<file path="config.mk">
export PLATFORM = sky130hd
export DESIGN_NAME = uart_seq_ctrl
export DESIGN_NICKNAME = d
export VERILOG_FILES = /design/src/rtl/uart_seq_ctrl_pkg.sv /design/src/rtl/uart_seq_ctrl_frame_timer.sv /design/src/rtl/uart_seq_ctrl.sv
export SDC_FILE = /design/constraint.sdc
export NUM_CORES = 1
export LEC_CHECK = 0
export CAP_MARGIN = 0
export CELL_PAD_IN_SITES_DETAIL_PLACEMENT = 1
export CELL_PAD_IN_SITES_GLOBAL_PLACEMENT = 2
export CORE_MARGIN = 5
export CORE_UTILIZATION = 35
export DETAILED_ROUTE_END_ITERATION = 8
export PLACE_DENSITY = 0.95
export SKIP_LAST_GASP = 1
export SYNTH_ARGS = -nofsm -noshare
export SYNTH_HDL_FRONTEND = slang
export SYNTH_HIERARCHICAL = 1
export SYNTH_SLANG_ARGS = --single-unit
</file>
<file path="constraint.sdc">
create_clock -name i_clk -period 6.29 [get_ports i_clk]
set_input_delay 1.258 -clock i_clk [delete_from_list [all_inputs] [get_ports i_clk]]
set_output_delay 1.258 -clock i_clk [all_outputs]
set_load 0.01 [all_outputs]
</file>
<file path="src/rtl/uart_seq_ctrl_pkg.sv">
// Shared constants and types for the UART register sequencer.
package uart_seq_ctrl_pkg;

  // UART register word addresses (byte address bits [11:2])
  localparam logic [9:0]  UART_DATA = 10'd0;
  localparam logic [9:0]  UART_MODE = 10'd2;
  localparam logic [9:0]  UART_BAUD = 10'd4;

  // Mode register encodings
  localparam logic [31:0] MODE_TX = 32'd1;
  localparam logic [31:0] MODE_RX = 32'd2;

  typedef enum logic [2:0] {
    ST_IDLE       = 3'd0,
    ST_SETUP      = 3'd1,
    ST_ACCESS     = 3'd2,
    ST_GAP        = 3'd3,
    ST_WAIT_FRAME = 3'd4,
    ST_RESP       = 3'd5
  } state_t;

  // Which register transaction the bus phases are currently carrying
  typedef enum logic [1:0] {
    STEP_BAUD = 2'd0,
    STEP_MODE = 2'd1,
    STEP_DATA = 2'd2,
    STEP_READ = 2'd3
  } step_t;

endpackage

</file>
<file path="src/rtl/uart_seq_ctrl_frame_timer.sv">
// Frame wait timer: loads baud*FRAME_BITS+GUARD and counts down while running.
// o_done is high in the last of the loaded number of run cycles.
module uart_seq_ctrl_frame_timer #(
  parameter int BAUD_W     = 16,
  parameter int FRAME_BITS = 10,
  parameter int GUARD      = 20
) (
  input  logic              i_clk,
  input  logic              i_rst_n,
  input  logic              i_load,
  input  logic [BAUD_W-1:0] i_baud,
  input  logic              i_run,
  output logic              o_done
);

  localparam int CNT_W = BAUD_W + 5;

  logic [CNT_W-1:0] r_cnt;
  logic [CNT_W-1:0] w_total;

  // Baud is never zero here (rejected at accept), so total-1 cannot wrap
  assign w_total = CNT_W'(i_baud) * CNT_W'(FRAME_BITS) + CNT_W'(GUARD);
  assign o_done  = i_run && (r_cnt == '0);

  // Down-counter with terminal-count compare
  always_ff @(posedge i_clk or negedge i_rst_n) begin
    if (!i_rst_n) begin
      r_cnt <= '0;
    end else if (i_load) begin
      r_cnt <= w_total - CNT_W'(1);
    end else if (i_run && (r_cnt != '0)) begin
      r_cnt <= r_cnt - CNT_W'(1);
    end
  end

endmodule

</file>
<file path="src/rtl/uart_seq_ctrl.sv">
// Bus-master sequencer for one UART: turns byte TX/RX commands into
// baud/mode/data register writes (skipping cached config) and a data read-back.
//
// state      | meaning
// IDLE       | cmd_ready high, waiting for a command
// SETUP      | sel=1 en=0, address/data presented for current step
// ACCESS     | sel=1 en=1, waiting for p_ready (bounded by BUS_TIMEOUT)
// GAP        | one idle bus cycle, then next step or frame wait
// WAIT_FRAME | wait baud*FRAME_BITS+GUARD cycles for the frame to finish
// RESP       | one-cycle rsp_valid, cache update, back to IDLE
module uart_seq_ctrl
  import uart_seq_ctrl_pkg::*;
#(
  parameter int BAUD_W      = 16,
  parameter int FRAME_BITS  = 10,
  parameter int GUARD       = 20,
  parameter int BUS_TIMEOUT = 64
) (
  input  logic              i_clk,
  input  logic              i_rst_n,
  input  logic              i_cmd_valid,
  output logic              o_cmd_ready,
  input  logic              i_cmd_rx,
  input  logic [BAUD_W-1:0] i_cmd_baud,
  input  logic [7:0]        i_cmd_byte,
  output logic              o_rsp_valid,
  output logic [7:0]        o_rsp_data,
  output logic              o_rsp_err,
  output logic              o_busy,
  output logic              o_p_sel,
  output logic              o_p_enable,
  output logic [9:0]        o_p_addr,
  output logic [31:0]       o_p_wdata,
  input  logic [31:0]       i_p_rdata,
  input  logic              i_p_ready
);

  localparam int TO_W = $clog2(BUS_TIMEOUT + 1);

  state_t            r_state, w_state_nxt;
  step_t             r_step, w_step_nxt;
  logic              r_rx;
  logic [BAUD_W-1:0] r_baud;
  logic [7:0]        r_byte;
  logic              r_need_mode;
  logic              r_err;
  logic [7:0]        r_rdata;
  logic              r_cache_vld;
  logic              r_cache_rx;
  logic [BAUD_W-1:0] r_cache_baud;
  logic [TO_W-1:0]   r_to_cnt;

  logic w_need_baud, w_need_mode;
  logic w_accept, w_timeout, w_timer_load, w_rd_cap, w_frame_done;
  logic w_unused_rdata;

  assign w_unused_rdata = ^i_p_rdata[31:8];
  assign w_need_baud    = !r_cache_vld || (i_cmd_baud != r_cache_baud);
  assign w_need_mode    = !r_cache_vld || (i_cmd_rx != r_cache_rx);

  uart_seq_ctrl_frame_timer #(
    .BAUD_W     (BAUD_W),
    .FRAME_BITS (FRAME_BITS),
    .GUARD      (GUARD)
  ) u_frame_timer (
    .i_clk   (i_clk),
    .i_rst_n (i_rst_n),
    .i_load  (w_timer_load),
    .i_baud  (r_baud),
    .i_run   (r_state == ST_WAIT_FRAME),
    .o_done  (w_frame_done)
  );

  // State and step registers
  always_ff @(posedge i_clk or negedge i_rst_n) begin
    if (!i_rst_n) begin
      r_state <= ST_IDLE;
      r_step  <= STEP_BAUD;
    end else begin
      r_state <= w_state_nxt;
      r_step  <= w_step_nxt;
    end
  end

  // Next-state logic and single-cycle control strobes
  always_comb begin
    w_state_nxt  = r_state;
    w_step_nxt   = r_step;
    w_accept     = 1'b0;
    w_timeout    = 1'b0;
    w_timer_load = 1'b0;
    w_rd_cap     = 1'b0;
    case (r_state)
      ST_IDLE: begin
        if (i_cmd_valid) begin
          w_accept = 1'b1;
          if (i_cmd_baud == '0) begin
            w_state_nxt = ST_RESP;
          end else begin
            w_state_nxt = ST_SETUP;
            w_step_nxt  = w_need_baud ? STEP_BAUD : (w_need_mode ? STEP_MODE : STEP_DATA);
          end
        end
      end
      ST_SETUP: w_state_nxt = ST_ACCESS;
      ST_ACCESS: begin
        if (i_p_ready) begin
          w_state_nxt = ST_GAP;
          w_rd_cap    = (r_step == STEP_READ);
        end else if (r_to_cnt == '0) begin
          w_timeout   = 1'b1;
          w_state_nxt = ST_RESP;
        end
      end
      ST_GAP: begin
        case (r_step)
          STEP_BAUD: begin
            w_step_nxt  = r_need_mode ? STEP_MODE : STEP_DATA;
            w_state_nxt = ST_SETUP;
          end
          STEP_MODE: begin
            w_step_nxt  = STEP_DATA;
            w_state_nxt = ST_SETUP;
          end
          STEP_DATA: begin
            w_timer_load = 1'b1;
            w_state_nxt  = ST_WAIT_FRAME;
          end
          default: w_state_nxt = ST_RESP;
        endcase
      end
      ST_WAIT_FRAME: begin
        if (w_frame_done) begin
          if (r_rx) begin
            w_step_nxt  = STEP_READ;
            w_state_nxt = ST_SETUP;
          end else begin
            w_state_nxt = ST_RESP;
          end
        end
      end
      ST_RESP: w_state_nxt = ST_IDLE;
      default: w_state_nxt = ST_IDLE;
    endcase
  end

  // Moore outputs decoded from state and step; bus fields are zero outside SETUP/ACCESS
  always_comb begin
    o_cmd_ready = (r_state == ST_IDLE);
    o_busy      = (r_state != ST_IDLE);
    o_p_sel     = (r_state == ST_SETUP) || (r_state == ST_ACCESS);
    o_p_enable  = (r_state == ST_ACCESS);
    o_rsp_valid = (r_state == ST_RESP);
    o_rsp_err   = (r_state == ST_RESP) && r_err;
    o_rsp_data  = (r_state == ST_RESP) ? r_rdata : 8'd0;
    o_p_addr    = '0;
    o_p_wdata   = '0;
    if (o_p_sel) begin
      case (r_step)
        STEP_BAUD: begin
          o_p_addr  = UART_BAUD;
          o_p_wdata = 32'(r_baud);
        end
        STEP_MODE: begin
          o_p_addr  = UART_MODE;
          o_p_wdata = r_rx ? MODE_RX : MODE_TX;
        end
        STEP_DATA: begin
          o_p_addr  = UART_DATA;
          o_p_wdata = r_rx ? 32'd0 : {24'd0, r_byte};
        end
        default: begin
          o_p_addr  = UART_DATA;
          o_p_wdata = 32'd0;
        end
      endcase
    end
  end

  // Command latch, access timeout, read capture and config cache
  always_ff @(posedge i_clk or negedge i_rst_n) begin
    if (!i_rst_n) begin
      r_rx         <= 1'b0;
      r_baud       <= '0;
      r_byte       <= '0;
      r_need_mode  <= 1'b0;
      r_err        <= 1'b0;
      r_rdata      <= '0;
      r_cache_vld  <= 1'b0;
      r_cache_rx   <= 1'b0;
      r_cache_baud <= '0;
      r_to_cnt     <= '0;
    end else begin
      if (w_accept) begin
        r_rx        <= i_cmd_rx;
        r_baud      <= i_cmd_baud;
        r_byte      <= i_cmd_byte;
        r_need_mode <= w_need_mode;
        r_err       <= (i_cmd_baud == '0);
        r_rdata     <= '0;
      end
      if (r_state == ST_SETUP) begin
        r_to_cnt <= TO_W'(BUS_TIMEOUT - 1);
      end else if ((r_state == ST_ACCESS) && (r_to_cnt != '0)) begin
        r_to_cnt <= r_to_cnt - TO_W'(1);
      end
      if (w_rd_cap) begin
        r_rdata <= i_p_rdata[7:0];
      end
      // A timed-out access leaves the UART config unknown
      if (w_timeout) begin
        r_err       <= 1'b1;
        r_cache_vld <= 1'b0;
      end
      if ((r_state == ST_RESP) && !r_err) begin
        r_cache_vld  <= 1'b1;
        r_cache_baud <= r_baud;
        r_cache_rx   <= r_rx;
      end
    end
  end

endmodule

</file>
# ---- After elaboration in Yosys (flattened, before gate mapping)
# Index checks and enable logic that the tools add are counted.
dict set report totals {
  wordCells 104
  regBits 86
  out_inout_bits 56
  in_bits 61
}
dict set report op_classes {
  n_addsub 4
  reduce_logical 27
  eq_ne 16
  n_mul 1
  n_mux 43
}
# operator count
set ops {}
lappend ops {{$pmux W16 S3} 1}
lappend ops {{$mux W21} 2}
lappend ops {{$sub A21 B1 Y21 const B} 2}
lappend ops {{$mux W8} 4}
lappend ops {{$add A20 B5 Y21 const B} 1}
lappend ops {{$logic_not A21 Y1} 1}
lappend ops {{$mux W3} 7}
lappend ops {{$reduce_bool A21 Y1} 1}
lappend ops {{$mul A16 B3 Y19 const B} 1}
lappend ops {{$logic_not A16 Y1} 1}
lappend ops {{$mux W16} 1}
lappend ops {{$mux W2} 8}
lappend ops {{$ne A16 B16 Y1} 1}
lappend ops {{$pmux W3 S5} 1}
lappend ops {{$mux W7} 2}
lappend ops {{$mux W1} 13}
lappend ops {{$pmux W3 S2} 2}
lappend ops {{$reduce_bool A2 Y1} 5}
lappend ops {{$ne A2 B2 Y1 const B} 4}
lappend ops {{$logic_not A7 Y1} 1}
lappend ops {{$reduce_bool A7 Y1} 1}
lappend ops {{$sub A7 B1 Y7 const B} 1}
lappend ops {{$eq A3 B2 Y1 const B} 2}
lappend ops {{$eq A3 B3 Y1 const B} 2}
lappend ops {{other kinds (17)} 26}

# ---- Depth between registers and ports, before layout
# Gate-level depths: netlist of the first run.
dict set report depth {
  depth_word 7
  mapped_depth 12
  ltp_nobuf 12
}

# ---- Modules after synthesis
# The synthesis of the first run kept the hierarchy.
# module seq_area_each_um2 n_inst cells_each area_each_um2
set by_module_without_submodules {}
lappend by_module_without_submodules {uart_seq_ctrl 1626.6 1 321 3453.3}
lappend by_module_without_submodules {uart_seq_ctrl_frame_timer 525.5 1 287 2408.6}

# ---- Worst setup path after synthesis of the first run
# No wires, ideal clock.
dict set report synth_timing {
  path_type {register to register}
  startpoint {register r_baud[1]}
  endpoint {register u_frame_timer.r_cnt[19]}
  n_path_buf 0
  slack_ns 3.016
  period_less_slack_ns 3.274
  stages_incl_launch_ff 12
  t_arrival_ns 3.209
  setup_time_ns 0.065
  path_cell_list {dfrtp_1 -> ha_1 -> ha_1 -> fa_1 -> a21o_1 -> a22o_1 -> or4_1 -> a2111oi_0 -> a211oi_1 -> xnor2_1 -> o31ai_1 -> o21a_1}
}
dict set report synth_between {
  elab_chain_len 4
}
# item line
set synth_rtl {}
lappend synth_rtl {{start: declaration} uart_seq_ctrl.sv:43} ;# logic [BAUD_W-1:0] r_baud;
lappend synth_rtl {{start signal: assignment} uart_seq_ctrl.sv:196} ;# r_baud <= i_cmd_baud;
lappend synth_rtl {{$mul A16 B3 Y19} uart_seq_ctrl_frame_timer.sv:22} ;# assign w_total = CNT_W'(i_baud) * CNT_W'(FRAME_BITS) + CNT_W'(GUARD);
lappend synth_rtl {{$add A20 B5 Y21} uart_seq_ctrl_frame_timer.sv:22}
lappend synth_rtl {{$sub A21 B1 Y21} uart_seq_ctrl_frame_timer.sv:30} ;# r_cnt <= w_total - CNT_W'(1);
lappend synth_rtl {{$mux W21} uart_seq_ctrl_frame_timer.sv:29} ;# end else if (i_load) begin
lappend synth_rtl {{end signal: assignment} uart_seq_ctrl_frame_timer.sv:30}
lappend synth_rtl {{end signal: assignment} uart_seq_ctrl_frame_timer.sv:32} ;# r_cnt <= r_cnt - CNT_W'(1);
lappend synth_rtl {{end: declaration} uart_seq_ctrl_frame_timer.sv:18} ;# logic [CNT_W-1:0] r_cnt;
# No other way between the ends.
# A chain may end at the register's enable or synchronous reset.

# ---- Worst setup path after layout of the first run
dict set report layout_timing {
  startpoint {register r_state[2]}
  endpoint {output port o_p_wdata[6]}
}
dict set report layout_between {
  elab_chain_len 3
}
# item line
set layout_rtl {}
lappend layout_rtl {{start: declaration} uart_seq_ctrl.sv:40} ;# state_t r_state, w_state_nxt;
lappend layout_rtl {{start signal: assignment} uart_seq_ctrl.sv:80} ;# r_state <= w_state_nxt;
lappend layout_rtl {{$eq A3 B1 Y1 / $eq A3 B2 Y1 (equally long branches)} uart_seq_ctrl.sv:151} ;# o_p_sel = (r_state == ST_SETUP) || (r_state == ST_ACCESS);
lappend layout_rtl {{$logic_or A1 B1 Y1 (*)} uart_seq_ctrl.sv:151}
lappend layout_rtl {{$mux W16 (*)} uart_seq_ctrl.sv:158} ;# if (o_p_sel) begin
lappend layout_rtl {{end: declaration} uart_seq_ctrl.sv:33} ;# output logic [31:0] o_p_wdata,
# Every way passes the cells marked *; elsewhere a longest branch is shown, timed or not.

==> results of run 1 <==
==> worst max-delay path: stages, from the launching register on <==
cell	delay [ns]
dfrtp_1	0.63
or3b_4	0.52
inv_2	0.09
nor2_2	0.09
nor3_4	0.48
a22o_1	0.26
clkdlybuf4s50_1	0.55
==> state kept, by name (all words and copies together), names as in the netlist <==
register and flops:
r_byte 8, r_state 3, r_cache_baud 16, r_need_mode 1, r_step 2, r_to_cnt 7
r_baud 16, r_cache_rx 1, r_rx 1, u_frame_timer/r_cnt 21, r_err 1, r_rdata 8
r_cache_vld 1
==> where the power goes <==
group          internal, mW  switching [mW]
clock                 0.272           0.237
combinational          1.21            1.46
sequential            0.800           0.298
total                  2.28            1.99
==> metal layers <==
metal	part of all wire	wire, µm	GRT usage	vias to the layer above
met5	0	0	0	-
met4	0.014	215	0.04068	0
met3	0.030	458	0.02916	15
met2	0.52	7959	0.2878	72
met1	0.43	6577	0.1935	2302
li1	-	-	-	2247
==> cells in the mapped netlist, types with 6 or more instances <==
cell type | n | share of area
nand2b_1 | 9 | 0.0096
mux2i_1 | 8 | 0.014
a21o_1 | 6 | 0.0077
nor4_1 | 9 | 0.0096
xnor2_1 | 43 | 0.064
clkbuf_1 | 13 | 0.0083
nand2_1 | 38 | 0.024
o21ai_0 | 29 | 0.025
inv_1 | 20 | 0.013
buf_4 | 24 | 0.031
xor2_1 | 19 | 0.028
nor2b_1 | 6 | 0.0064
buf_2 | 10 | 0.0085
nor3_1 | 20 | 0.017
a21oi_1 | 25 | 0.021
nand3_1 | 11 | 0.0094
nand4_1 | 8 | 0.0085
a22o_1 | 15 | 0.022
or4_1 | 7 | 0.0090
dfrtp_1 | 86 | 0.37
mux2_2 | 42 | 0.081
nor2_1 | 38 | 0.024
and3_1 | 16 | 0.017
ha_1 | 32 | 0.068
and2_1 | 11 | 0.012
==> worst paths after layout <==
path                                              from                                  end  slack [ns]  depth (start not counted)
worst min register to register  r_rdata[5]$_DFFE_PN0P_               r_rdata[5]$_DFFE_PN0P_        0.50                          1
max in group asynchronous                      i_rst_n                r_baud[7]$_DFFE_PN0P_        4.38                          2
worst max-delay path            r_state[2]$_DFFE_PN0P_                         o_p_wdata[6]        2.06                          6
min in group asynchronous                      i_rst_n               r_rdata[6]$_DFFE_PN0P_        0.80                          1
worst min-delay path            r_rdata[5]$_DFFE_PN0P_               r_rdata[5]$_DFFE_PN0P_        0.50                          1
worst max register to register   r_baud[1]$_DFFE_PN0P_  u_frame_timer/r_cnt[16]$_DFFE_PN0P_        2.43                         11
==> stage by stage <==
step                        util  worst slack, ns  area [µm²]  std cells
after floorplan                -            3.016        5948        631
final                     0.4198            2.059        6937        892
after detailed placement  0.4027            2.429        6655        876
after global routing      0.4198            1.881        6937        892
after CTS                 0.4198            2.029        6937        892
after global placement    0.4027            2.495        6655        876
==> cells by family after synthesis <==
family                   Yosys count  share of synthesized area
other                              1                  0.0006397
XOR/XNOR                          62                    0.09264
AND/OR/NAND/NOR                  196                     0.1808
buffers and inverters             68                    0.06105
adder cells (fa/ha/maj)           33                    0.07172
multiplexers                      50                    0.09434
flip-flops                        86                     0.3671
AO/OA/AOI/OAI                    112                     0.1317
==> final cells by class <==
| type | count | share of cell area |
|---|---|---|
| timing repair buffer | 72 | 0.1021 |
| clock buffer | 9 | 0.03247 |
| tap | 220 | 0.03968 |
| clock inverter | 7 | 0.008117 |
| inverter | 21 | 0.01136 |
| sequential | 86 | 0.3102 |
| multi-input combinational | 477 | 0.4960 |
==> flow_summary.toml, run 1 <==
[synth]
synth.avg_cell_area_um2 = 9.641
yosysWarnings = 6
ys_seq_area_frac = 0.3671
synth_top_flop_cell = "dfrtp_1"
synthCells = 608
ys_types = 67
synth_edf_count = 0
ys_ff_latch = 86
synthesis.area_um2 = 5862
synthArstFlopShare = 1.000

[clocking]
holdBufCountCts = 0
clk_pin_slew_ns = 0.07
cts_resized = 0
cts_buffer_depth = 2
cts_made_buffers = 9
post_cts_buffers = 0
htree_levels = 3
cts_tree = "built"
root_buffer = "clkbuf_16"
cts.sinks = 86
clk_latency_ns = 0.34

[sta]
finalCritPeriodShare = 0.6727
max_freq_mhz = 236.3
rsz0062_at_grt = "false"
hold_ws_ns = 0.5006
worst_pin_slew_ns = 0.7916
finalSetupViolCount = 0
fin_skew_ns = 0.008792
relSlewSlack = 0.4723
slew_viol_final = 0
fin_crit_ns = 4.231
setup_tns_ns = 0
hold_viol = 0

[drt]
drcViolationCount = 0
ant_nets = 0
wl_per_cell_um = 17.05
dr.pass1.iters = 4
num_vias = 4636
drt_wl_total_um = 15210
drt-initial-drc-count = 172
post_drt_via_cell_ratio = 5.197

[grt]
overflow = 0
grt_pass1_vias = 5049
grt_usage = 0.1586
antenna_found_initial = 0
grt_max_degree = 63
grt_pass1_wl_um = 25600

[layout]
multi_input_area_um2 = 3441
layout_commonest_cell = "dfrtp_1"
seqCellArea_um2 = 2152
nets = 761
area_delta_synth_final_pct = 18.34
layout-drive-gt1-share = 0.1161
mostFrequentLayoutCells = "dfrtp_1, clkdlybuf4s50_1, xnor2_1"
antenna_cells = 0
fillers = 1860

[floorplan]
start_util = 0.3547
ioPinCount = 117
die_y_um = 139.4
die_w_um = 139.4
fp.coreArea_um2 = 16520
rows = 47
die-area_um2 = 19440

[pwr]
p_leak_nw = 2.901
power.total_mw = 4.272
max-vdd-ir-drop_mv = 0.2475
power_density_nw_per_um2 = 615.8

[setup_path]
arrival_ns = 2.97
worstSetupStartpointType = "register"
cp-end-kind = "primary output"
crit_type = "register to primary output"
cp_data_required_time_ns = 5.03
path_max_fanout = 24

[place]
portBuffers = 68
hpwl_um = 11780
gp_congestion = 0.7875

[outcome]
status = "complete, no violations"

[hold_path]
hp-class = "register to register"

[run]
max_cap_viol_count = 0
Power figures use the tool's default switching activity.
==> run 2: changes to the inputs <==
--- a/config.mk
+++ b/config.mk
@@ -9,9 +9,9 @@
 export CELL_PAD_IN_SITES_DETAIL_PLACEMENT = 1
 export CELL_PAD_IN_SITES_GLOBAL_PLACEMENT = 2
 export CORE_MARGIN = 5
-export CORE_UTILIZATION = 35
+export CORE_UTILIZATION = 32
 export DETAILED_ROUTE_END_ITERATION = 8
-export PLACE_DENSITY = 0.95
+export PLACE_DENSITY = 0.89
 export SKIP_LAST_GASP = 1
 export SYNTH_ARGS = -nofsm -noshare
 export SYNTH_HDL_FRONTEND = slang
==> constraint.sdc (replaced) <==
create_clock -name i_clk -period 4.4 [get_ports i_clk]
set_input_delay 0.88 -clock i_clk [delete_from_list [all_inputs] [get_ports i_clk]]
set_output_delay 0.88 -clock i_clk [all_outputs]
set_load 0.01 [all_outputs]
==> run 2 against run 1 <==
Against the previous run: die area increased by 8.7%; critical path type unchanged; largest cell class unchanged; count of clock-buffer cells in the layout unchanged; clock skew increased by 0.0014 ns; final cell count increased by 1.2%; highest routed layer unchanged; largest power group unchanged; critical path depth unchanged; sequential share of layout area decreased by 0.42 points; sequential power increased by 42%; first-iteration DRC count decreased by 1.7%; clock power increased by 77%; total power increased by 47%; critical endpoint is now o_p_wdata[4].
==> flow_summary.toml, run 2 (synthesis gave the netlist of run 1 again) <==
[outcome]
status = "complete, no violations"

[layout]
post-route-util = 0.3901
reg_top3 = "u_frame_timer/r_cnt x21, r_baud x16, r_cache_baud x16"
area_delta_synth_final_pct = 19.96
antenna_cells = 0
largest_register = "u_frame_timer/r_cnt"
layout_commonest_cell = "dfrtp_1"
mostFrequentLayoutCells = "dfrtp_1, clkdlybuf4s50_1, xnor2_1"
nets = 763
layout-drive-gt1-share = 0.1187
largest_reg_flops = 21

[setup_path]
slowest_stage = "dfrtp_1"
path_max_fanout = 18
worstSetupStartpointType = "register"
cp_data_required_time_ns = 3.52
cp-startpoint = "r_state[0]$_DFFE_PN0P_"
crit_type = "register to primary output"
cp-end-kind = "primary output"
reg2regPathDepth = 11
cp_slowest_stage_delay_ns = 0.59
worst-path-buf-inv = 2
rr_startpoint = "r_baud[1]$_DFFE_PN0P_"
arrival_ns = 2.94
critPathTopFamily = "simple AND/OR/NAND/NOR gates"
cp.depth = 6
cp_cell_sequence = "or3b_4 -> inv_2 -> nor2_2 -> nor3_4 -> a22o_1 -> clkdlybuf4s50_1"

[sta]
hold_viol = 0
hold_ws_ns = 0.5014
finalCritPeriodShare = 0.8680
fin_crit_ns = 3.819
slew_viol_final = 0
finalSetupViolCount = 0
relSlewSlack = 0.4718
fin_skew_ns = 0.01019
setup_tns_ns = 0
max_freq_mhz = 261.8
rsz0062_at_grt = "false"
worst_pin_slew_ns = 0.7923

[floorplan]
fp.coreArea_um2 = 18020
die-area_um2 = 21130
start_util = 0.3252
die_w_um = 145.3
die_y_um = 145.3
rows = 49
ioPinCount = 117

[grt]
grt_pass1_vias = 5184
overflow = 0
antenna_found_initial = 0
grt_pass1_wl_um = 26240
grt_max_degree = 60
grt_usage = 0.1483

[drt]
dr.pass1.iters = 4
drt_wl_total_um = 15560
wl_per_cell_um = 17.23
ant_nets = 0
num_vias = 4700
drt-initial-drc-count = 169
drcViolationCount = 0
post_drt_via_cell_ratio = 5.205

[pwr]
p_leak_nw = 2.946
p_seq_frac = 0.248
p_switching_mw = 2.835
swShare = 0.4521
clkPwrFrac = 0.144
p_comb_frac = 0.608
power_density_nw_per_um2 = 891.9
p_int_mw = 3.436
max-vdd-ir-drop_mv = 0.3055

[clocking]
clk_pin_slew_ns = 0.07
cts_resized = 0
clk_latency_ns = 0.35
post_cts_buffers = 0
cts_made_buffers = 9
root_buffer = "clkbuf_16"
htree_levels = 3
cts.sinks = 86
cts_tree = "built"
cts_buffer_depth = 2
holdBufCountCts = 0

[place]
hpwl_um = 11740
gp_congestion = 0.7628
portBuffers = 68

[run]
max_cap_viol_count = 0

[hold_path]
hold_depth = 1
hold_start = "r_rdata[2]$_DFFE_PN0P_"
hp-class = "register to register"
[run 2: layout make-up]
class                   instances  area, µm²
clock buffers                   9      225.2
clock inverters                 7      125.1
fillers                      2084      10990
inverters                      21      78.83
multi-input cells             477       3441
flip-flops and latches         86       2152
well taps                     229      286.5
repair buffers                 74      723.2
[run 2: worst paths after layout]
check                                                       to  slack (ns)
setup / recovery                                  o_p_wdata[4]        0.58
hold / removal                          r_rdata[2]$_DFFE_PN0P_        0.50
setup reg to reg           u_frame_timer/r_cnt[19]$_DFFE_PN0P_        0.70
hold reg to reg                         r_rdata[2]$_DFFE_PN0P_        0.50
max in group asynchronous          r_cache_baud[9]$_DFFE_PN0P_        2.92
min in group asynchronous               r_rdata[3]$_DFFE_PN0P_        0.60
[run 2: per-layer routing]
metal,vias to the layer above,routed length [µm],track usage
li1,2255,-,-
met1,2341,6781,0.1802
met2,78,7997,0.2625
met3,26,424,0.02429
met4,0,359,0.05737
met5,-,0,0
[run 2: power groups by stage]
stage          clock network, mW  logic, mW  registers (mW)
5_1_grt                    0.954       4.26            1.61
6_report                   0.903       3.81            1.56
3_5_place_dp                   0       3.78            1.57
3_3_place_gp                   0       3.66            1.53
2_1_floorplan                  0       2.97            1.39
4_1_cts                    0.921       3.84            1.56
[run 2: stage by stage]
stage               power [mW]  area, µm²  cells  setup slack, ns
detailed placement       5.342       6681    887           0.7483
floorplan                4.364       5948    631            1.126
finish                   6.272       7032    903           0.5809
CTS                      6.315       7032    903           0.5710
global route             6.831       7032    903           0.3876
global placement         5.193       6681    887           0.7753
